$ cat src/rtl/rx_det_pkg.sv
// Shared types and helpers for the multi-lane receiver-detect model.
package rx_det_pkg;

  typedef enum logic [1:0] {
    StIdle   = 2'd0,
    StCharge = 2'd1,
    StDone   = 2'd2
  } lane_state_e;

  // Detect latency of lane idx: base plus a per-lane skew.
  function automatic int unsigned lane_delay(input int unsigned base,
                                             input int unsigned skew,
                                             input int unsigned idx);
    return base + idx * skew;
  endfunction

  // Number of set bits in a vector of up to 16 lanes.
  function automatic logic [4:0] popcount(input logic [15:0] vec);
    logic [4:0] cnt;
    cnt = '0;
    for (int i = 0; i < 16; i++) begin
      cnt = cnt + 5'(vec[i]);
    end
    return cnt;
  endfunction

endpackage

$ cat src/rtl/rx_det_lane.sv
// One receiver-detect lane: IDLE/CHARGE/DONE FSM with a latency down-counter
// and a sticky detect result.
module rx_det_lane
  import rx_det_pkg::*;
#(
  parameter int unsigned DELAY = 500,
  parameter int unsigned CNT_W = 16
) (
  input  logic clk_i,
  input  logic rst_ni,
  input  logic req_i,
  input  logic present_i,
  output logic ack_o,
  output logic vld_o,
  output logic busy_o,
  output logic done_o
);

  localparam logic [CNT_W-1:0] LoadVal = CNT_W'(DELAY - 1);

  lane_state_e      state_q, state_d;
  logic [CNT_W-1:0] cnt_q, cnt_d;
  logic             vld_q, vld_d;

  // Next-state: counter runs only in CHARGE; result is captured on the final
  // CHARGE edge and otherwise held until the next detect starts.
  always_comb begin
    state_d = state_q;
    cnt_d   = cnt_q;
    vld_d   = vld_q;
    unique case (state_q)
      StIdle: begin
        if (req_i) begin
          state_d = StCharge;
          cnt_d   = LoadVal;
          vld_d   = 1'b0;
        end
      end
      StCharge: begin
        if (!req_i) begin
          state_d = StIdle;
        end else if (cnt_q == '0) begin
          state_d = StDone;
          vld_d   = present_i;
        end else begin
          cnt_d = cnt_q - 1'b1;
        end
      end
      StDone: begin
        if (!req_i) begin
          state_d = StIdle;
        end
      end
      default: state_d = StIdle;
    endcase
  end

  // State, counter and result registers.
  always_ff @(posedge clk_i or negedge rst_ni) begin
    if (!rst_ni) begin
      state_q <= StIdle;
      cnt_q   <= '0;
      vld_q   <= 1'b0;
    end else begin
      state_q <= state_d;
      cnt_q   <= cnt_d;
      vld_q   <= vld_d;
    end
  end

  // Outputs decoded from the current state.
  always_comb begin
    ack_o  = (state_q == StDone);
    done_o = (state_q == StDone);
    busy_o = (state_q == StCharge);
    vld_o  = vld_q;
  end

endmodule

$ cat src/rtl/rx_det_array.sv
// N-lane receiver-detect array: independent per-lane FSMs plus registered
// aggregate status (all-done flag and detected-lane count).
module rx_det_array
  import rx_det_pkg::*;
#(
  parameter int unsigned LANES        = 4,
  parameter int unsigned DELAY_CYCLES = 500,
  parameter int unsigned LANE_SKEW    = 0,
  parameter int unsigned CNT_W        = 16
) (
  input  logic                         clk,
  input  logic                         rst,
  input  logic [LANES-1:0]             rx_present,
  input  logic [LANES-1:0]             rx_det_req,
  output logic [LANES-1:0]             rx_det_ack,
  output logic [LANES-1:0]             rx_det_vld,
  output logic [LANES-1:0]             lane_busy,
  output logic                         det_done_all,
  output logic [$clog2(LANES+1)-1:0]   det_count
);

  localparam int unsigned CountW   = $clog2(LANES + 1);
  localparam int unsigned MaxDelay = lane_delay(DELAY_CYCLES, LANE_SKEW, LANES - 1);

  // Reject configurations the counters or aggregation cannot represent.
  if (LANES < 1 || LANES > 16) begin : gen_lanes_check
    $error("rx_det_array: LANES must be in 1..16");
  end
  if (DELAY_CYCLES < 1) begin : gen_delay_check
    $error("rx_det_array: DELAY_CYCLES must be >= 1");
  end
  if (64'(MaxDelay) >= (64'd1 << CNT_W)) begin : gen_cnt_w_check
    $error("rx_det_array: CNT_W too narrow for the longest lane delay");
  end

  logic [LANES-1:0] lane_done;

  for (genvar i = 0; i < LANES; i++) begin : gen_lane
    rx_det_lane #(
      .DELAY (lane_delay(DELAY_CYCLES, LANE_SKEW, i)),
      .CNT_W (CNT_W)
    ) u_lane (
      .clk_i     (clk),
      .rst_ni    (rst),
      .req_i     (rx_det_req[i]),
      .present_i (rx_present[i]),
      .ack_o     (rx_det_ack[i]),
      .vld_o     (rx_det_vld[i]),
      .busy_o    (lane_busy[i]),
      .done_o    (lane_done[i])
    );
  end

  logic              done_all_q, done_all_d;
  logic [CountW-1:0] count_q, count_d;

  // Aggregate status computed from the current lane outputs.
  always_comb begin
    done_all_d = &lane_done;
    count_d    = CountW'(popcount(16'(rx_det_vld)));
  end

  // Aggregation registers (one cycle behind the lanes).
  always_ff @(posedge clk or negedge rst) begin
    if (!rst) begin
      done_all_q <= 1'b0;
      count_q    <= '0;
    end else begin
      done_all_q <= done_all_d;
      count_q    <= count_d;
    end
  end

  // Drive aggregate outputs.
  always_comb begin
    det_done_all = done_all_q;
    det_count    = count_q;
  end

endmodule

$ cat config.mk
export PLATFORM = sky130hd
export DESIGN_NAME = rx_det_array
export DESIGN_NICKNAME = d
export VERILOG_FILES = /design/src/rtl/rx_det_pkg.sv /design/src/rtl/rx_det_lane.sv /design/src/rtl/rx_det_array.sv
export SDC_FILE = /design/constraint.sdc
export NUM_CORES = 1
export LEC_CHECK = 0
export CORE_MARGIN = 2
export CORE_UTILIZATION = 40
export CTS_CLUSTER_DIAMETER = 30
export CTS_CLUSTER_SIZE = 10
export DETAILED_ROUTE_END_ITERATION = 12
export PLACE_DENSITY = 0.68
export SLEW_MARGIN = 20
export SYNTH_ARGS = -nofsm -noshare
export SYNTH_HDL_FRONTEND = slang
export SYNTH_SLANG_ARGS = --single-unit
$ cat constraint.sdc
create_clock -name clk -period 2.3 [get_ports clk]
set_clock_uncertainty 0.1 [all_clocks]
set_input_delay 0.69 -clock clk [delete_from_list [all_inputs] [get_ports clk]]
set_output_delay 0.69 -clock clk [all_outputs]
set_load 0.02 [all_outputs]
==> Word-level counts from Yosys, hierarchy flattened <==
Index checks and enable logic that the tools add are counted.
{ "totals": {"reg_bits": 80, "in_bits": 10} }
{ "op_classes": {"eq_ne": 32, "n_reduce_logical": 25, "muxes": 52, "n_addsub": 7} }
{ "ops": {"columns": ["op", "count"], "rows": [
  ["16-bit two-way mux", 12],
  ["16-bit case mux with 2 select lines", 4],
  ["16-bit zero test", 4],
  ["16-bit by 1-bit subtractor with 16-bit output (second input constant)", 4],
  ["2-bit inequality test (second input constant)", 20],
  ["4-bit AND reduction", 9],
  ["2-bit two-way mux", 16],
  ["2-bit case mux with 3 select lines", 4],
  ["1-bit two-way mux", 12],
  ["3-bit inequality test (second input constant)", 4],
  ["3-bit AND reduction", 4],
  ["2-bit by 1-bit equality test with 1-bit output (second input constant)", 4],
  ["2-bit equality test (second input constant)", 4],
  ["2-bit zero test", 4],
  ["1-bit case mux with 2 select lines", 4],
  ["2-bit nonzero test", 4],
  ["2-bit by 1-bit adder with 3-bit output", 1],
  ["3-bit by 1-bit adder with 3-bit output", 1],
  ["1-bit by 1-bit adder with 2-bit output", 1]
]} }

==> Longest topological paths before layout <==
{ "logic_depth": {"depth_word": 4, "mapped_depth": 9, "mapped_depth_nobuf": 8} }

==> Hierarchy <==
From an unflattened synthesis, not the netlist that was laid out.
{ "hier_totals": {"cells_unflattened": 503, "area_unflattened_um2": 4833.4} }
{ "by_module_without_submodules": {"columns": ["mod", "cells_each", "area_per_inst_um2", "n_inst"], "rows": [
  ["rx_det_lane at gen_lane[0].u_lane ...", 122, 1173.6, 3],
  ["rx_det_lane at gen_lane[3].u_lane", 124, 1139.8, 1],
  ["rx_det_array", 13, 172.7, 1]
]} }

==> Least setup slack after synthesis <==
Ideal clock, no wire load.
{ "synth_timing": {"path_kind": "input to register", "from": "input rx_det_req[3]", "to": "register gen_lane[3].u_lane.cnt_q[13]", "t_arrival_ns": 1.860, "setup_ns": 0.139, "slack_ns": 0.201, "stages": 6, "path_cell_list": "nor2b_1 > clkbuf_1 > nand4_1 > a2111oi_0 > xnor2_1 > nor2_1"} }
{ "synth_via": {"elab_chain_len": 2, "elab_cells_between_ends": 3, "cone_classes": "eq/ne (2); reduce/logical (1)"} }
{ "synth_rtl": {"columns": ["element", "line_no", "rtl"], "rows": [
  ["start: declaration", "rx_det_array.sv:14", "input logic [LANES-1:0] rx_det_req,"],
  ["2-bit inequality test (no line)", null, null],
  ["4-bit AND reduction (no line) *", null, null],
  ["end signal: assignment", "rx_det_lane.sv:66", "cnt_q <= cnt_d;"],
  ["end: declaration", "rx_det_lane.sv:22", "logic [CNT_W-1:0] cnt_q, cnt_d;"]
]} }
Every way passes the cells marked *; elsewhere a longest branch is shown, timed or not.
A chain may end at the register's enable or synchronous reset.

==> Worst setup path after layout <==
{ "layout_timing": {"from": "register gen_lane[3].u_lane.state_q[0]", "to": "output rx_det_ack[3]"} }
{ "layout_via": {"elab_chain_len": 1} }
{ "layout_rtl": {"columns": ["element", "line_no", "rtl"], "rows": [
  ["start: declaration", "rx_det_lane.sv:21", "lane_state_e state_q, state_d;"],
  ["start signal: assignment", "rx_det_lane.sv:61", "state_q <= StIdle;"],
  ["start signal: assignment", "rx_det_lane.sv:65", "state_q <= state_d;"],
  ["2-bit equality test", "rx_det_lane.sv:73", "ack_o = (state_q == StDone);"],
  ["end: declaration", "rx_det_array.sv:15", "output logic [LANES-1:0] rx_det_ack,"]
]} }
No other way between the ends.

==> results.ini <==
[run_status]
outcome = completed

[worst_setup_path]
cp-start-kind = flop
crit_type = reg -> out
critPathArrivalTime_ps = 1440
worst-endpoint-required_ps = 1510
critPathCaptureType = output pin
critPathMaxFanout = 5

[cells_and_area]
final.fill_count = 1071
multi_input_logic_area_mm2 = 0.00239
layout.area.seq_mm2 = 0.00200
final_area_mm2 = 0.00563
num_antenna_cells = 0
proportion_of_layout_cells_with_a_drive_suffix_above_1_pct = 17.8
final_nets = 575
area.growth.synth_to_final_pct = 22.4

[clock_tree]
tritoncts_num_sinks = 80
clkSlewWorstSetupHoldPaths_ps = 60
clk_latency_ps = 340
tritoncts = yes
cts_hold_repair.buffers = 0
max-clock-path-buffers = 2
tritoncts.num_buffers = 9
root_buffer = clkbuf_16
ctsHtreeMaxLevel = 3

[global_routing]
grt.total_usage_pct = 18.3
global_route_wire_length_before_repair_um = 18700
grt_antenna_before_repair = 0
grt_pass1_vias = 3913
largest_net_degree_at_the_start_of_global_routing = 81
global_route.overflow_total = 0

[timing]
max_freq_mhz = 449
timing_hold_violations_final = 0
grt_setup_unrepaired = false
maxSlewViolCount = 0
worst_margin_pin_slew_ps = 512
period_share_pct = 96.9
post-route-min-period_ps = 2230
timing.max_slew.rel_slack_pct = 65.0
timing.final.setup_violations = 0
postLayoutSetupSlackWorst_ps = 72.0
hold_slack_ps = 258

[routing]
initialDrtViolationCount = 253
wl_per_cell_um = 15.4
drc = 0
ant_nets = 0
vias_per_cell = 5.69
vias = 4019
first_pass_iters = 4
routed_wl_um = 10900

[yosys]
fraction_of_the_yosys_area_taken_by_sequential_cells_pct = 43.5
synth.largest_area_cell = dfrtp_1
synthTopCellsByCount = dfrtp_1, nor2_1, nand2_1
avgSynthCellArea_um2 = 9.27
synth-async-reset-ratio_pct = 100
synth.lib_cells_used.distinct = 74
synth_enable_flop_cells = 0
yosys_warnings = 0
syn-cell-area_mm2 = 0.00460
yosysMostFrequentCell = dfrtp_1
post_synthesis_sequential_element_count = 80
mappedNetlistNets = 513
netlist_top_cells_area = dfrtp_1, nor2_1, a21oi_1, nand2_1, xnor2_1
most_frequently_used_flop_master_after_synthesis = dfrtp_1
synth_cells = 496
netlist.area_leader.share_pct = 43.5

[placed_design]
place.gp.congestion = 0.871
detailed_place_hpwl_um = 7670
port_buffers = 25
preCtsSetupSlack_ps = -196
placement_cell_area_mm2 = 0.00530

[power]
irDropWorstVdd_v = 0.000385
p_per_area_mw_per_mm2 = 670
power_leakage_nw = 2.44

[floorplanning]
x_dimension_of_the_die_um = 111
core_area_mm2 = 0.0113
boundaryPins = 26
die_h_um = 111
die_area_mm2 = 0.0124
start_util_pct = 40.6
num_rows = 39

[run]
max_cap_violations = 0

[worst_hold_path]
hp-class = in -> async

## worst paths after layout
kind                            slack, ps  cells after the start                            to                          start
worst max-delay path                   70                      2                 rx_det_ack[3]  gen_lane[3].u_lane.state_q[0]
worst min-delay path                  260                      2   gen_lane[0].u_lane.cnt_q[3]                            rst
worst max register to register        110                      7  gen_lane[2].u_lane.cnt_q[12]    gen_lane[2].u_lane.cnt_q[1]
worst min register to register        440                      2   gen_lane[2].u_lane.cnt_q[9]    gen_lane[2].u_lane.cnt_q[9]
max in group asynchronous            1480                      2      gen_lane[2].u_lane.vld_o                            rst
min in group clk                      440                      2   gen_lane[2].u_lane.cnt_q[9]    gen_lane[2].u_lane.cnt_q[9]
## state kept, by name, summed over array words and instances, names as in the netlist
register                 flops
det_count                    3
det_done_all                 1
gen_lane.u_lane.cnt_q       64
gen_lane.u_lane.state_q      8
gen_lane.u_lane.vld_o        4
## routing by layer
metal,GRT usage (%),part of all wire [%],vias up
met1,25.1,47,1970
met2,29.6,49,69
met4,5.51,0.99,0
met3,3.66,3.1,9
li1,-,-,1971
met5,0,0,-
## cell usage in the layout (no fill, tap or decap), types with 3 or more instances in the layout
master           instances
buf_4                   58
clkbuf_16                9
and3_1                   7
nand3_1                 12
a21o_1                   3
nand2b_1                 9
nor2b_1                 13
xnor2_1                 15
and2_1                   3
a21oi_1                 28
nand4_1                 17
o21a_1                   3
dlygate4sd2_1            8
nand2_1                 37
xor2_1                   3
or3_1                    5
or4_1                    8
inv_1                   16
o31ai_1                  3
o21ai_0                 10
nor2_1                  56
ha_1                     5
nor3_1                  17
nor4_1                  10
dfrtp_1                 80
a31o_2                   7
a31oi_1                 11
clkdlybuf4s50_1         16
a211oi_1                 8
a41o_1                   4
mux2i_1                  3
a22o_1                   3
a311oi_1                 8
and4_1                   3
## critical path, stage by stage (launching register included)
cell and delay (ps):
dfrtp_1 420, nor2b_1 290, dlygate4sd2_1 390
## kinds of logic after synthesis
logic type	share of synthesized area (%)
and+or+nand+nor	27.3
AOI/OAI and AO/OA	17.8
DFF	43.5
buffers and inverters	4.92
xor gates and xnor gates	3.43
adders and majority gates	2.07
muxes	0.898
## repair_timing
item,4_1_cts,5_1_grt
setup endpoints to repair,8,10
resized for setup,8,5
pin swaps,0,1
buffers inserted,0,1
## report_power, final
part           total, mW  internal [mW]  switching (mW)
sequential          1.72           1.54           0.183
combinational      0.520          0.251           0.269
clock               1.53          0.952           0.581
total               3.77           2.74            1.03
## per-stage QoR
| stage | TNS, ps | utilization [%] | total power, mW | cells |
|---|---|---|---|---|
| 2_1_floorplan | 0 | - | 2.04 | 496 |
| 3_3_place_gp | -1240 | 46.8 | 2.23 | 689 |
| 3_5_place_dp | -1700 | 46.8 | 2.26 | 689 |
| 4_1_cts | 0 | 49.5 | 3.80 | 705 |
| 5_1_grt | 0 | 49.7 | 3.96 | 706 |
| 6_report | 0 | 49.7 | 3.77 | 706 |
## layout make-up
type / count / share of cell area [%]
flip-flops and latches: 80 / 35.5
inverters: 16 / 1.07
clock inverters: 5 / 1.44
repair buffers: 83 / 12.2
clock buffers: 11 / 4.13
well taps: 143 / 3.18
multi-input cells: 368 / 42.5
Note: power is estimated with default switching activity, not from simulation.
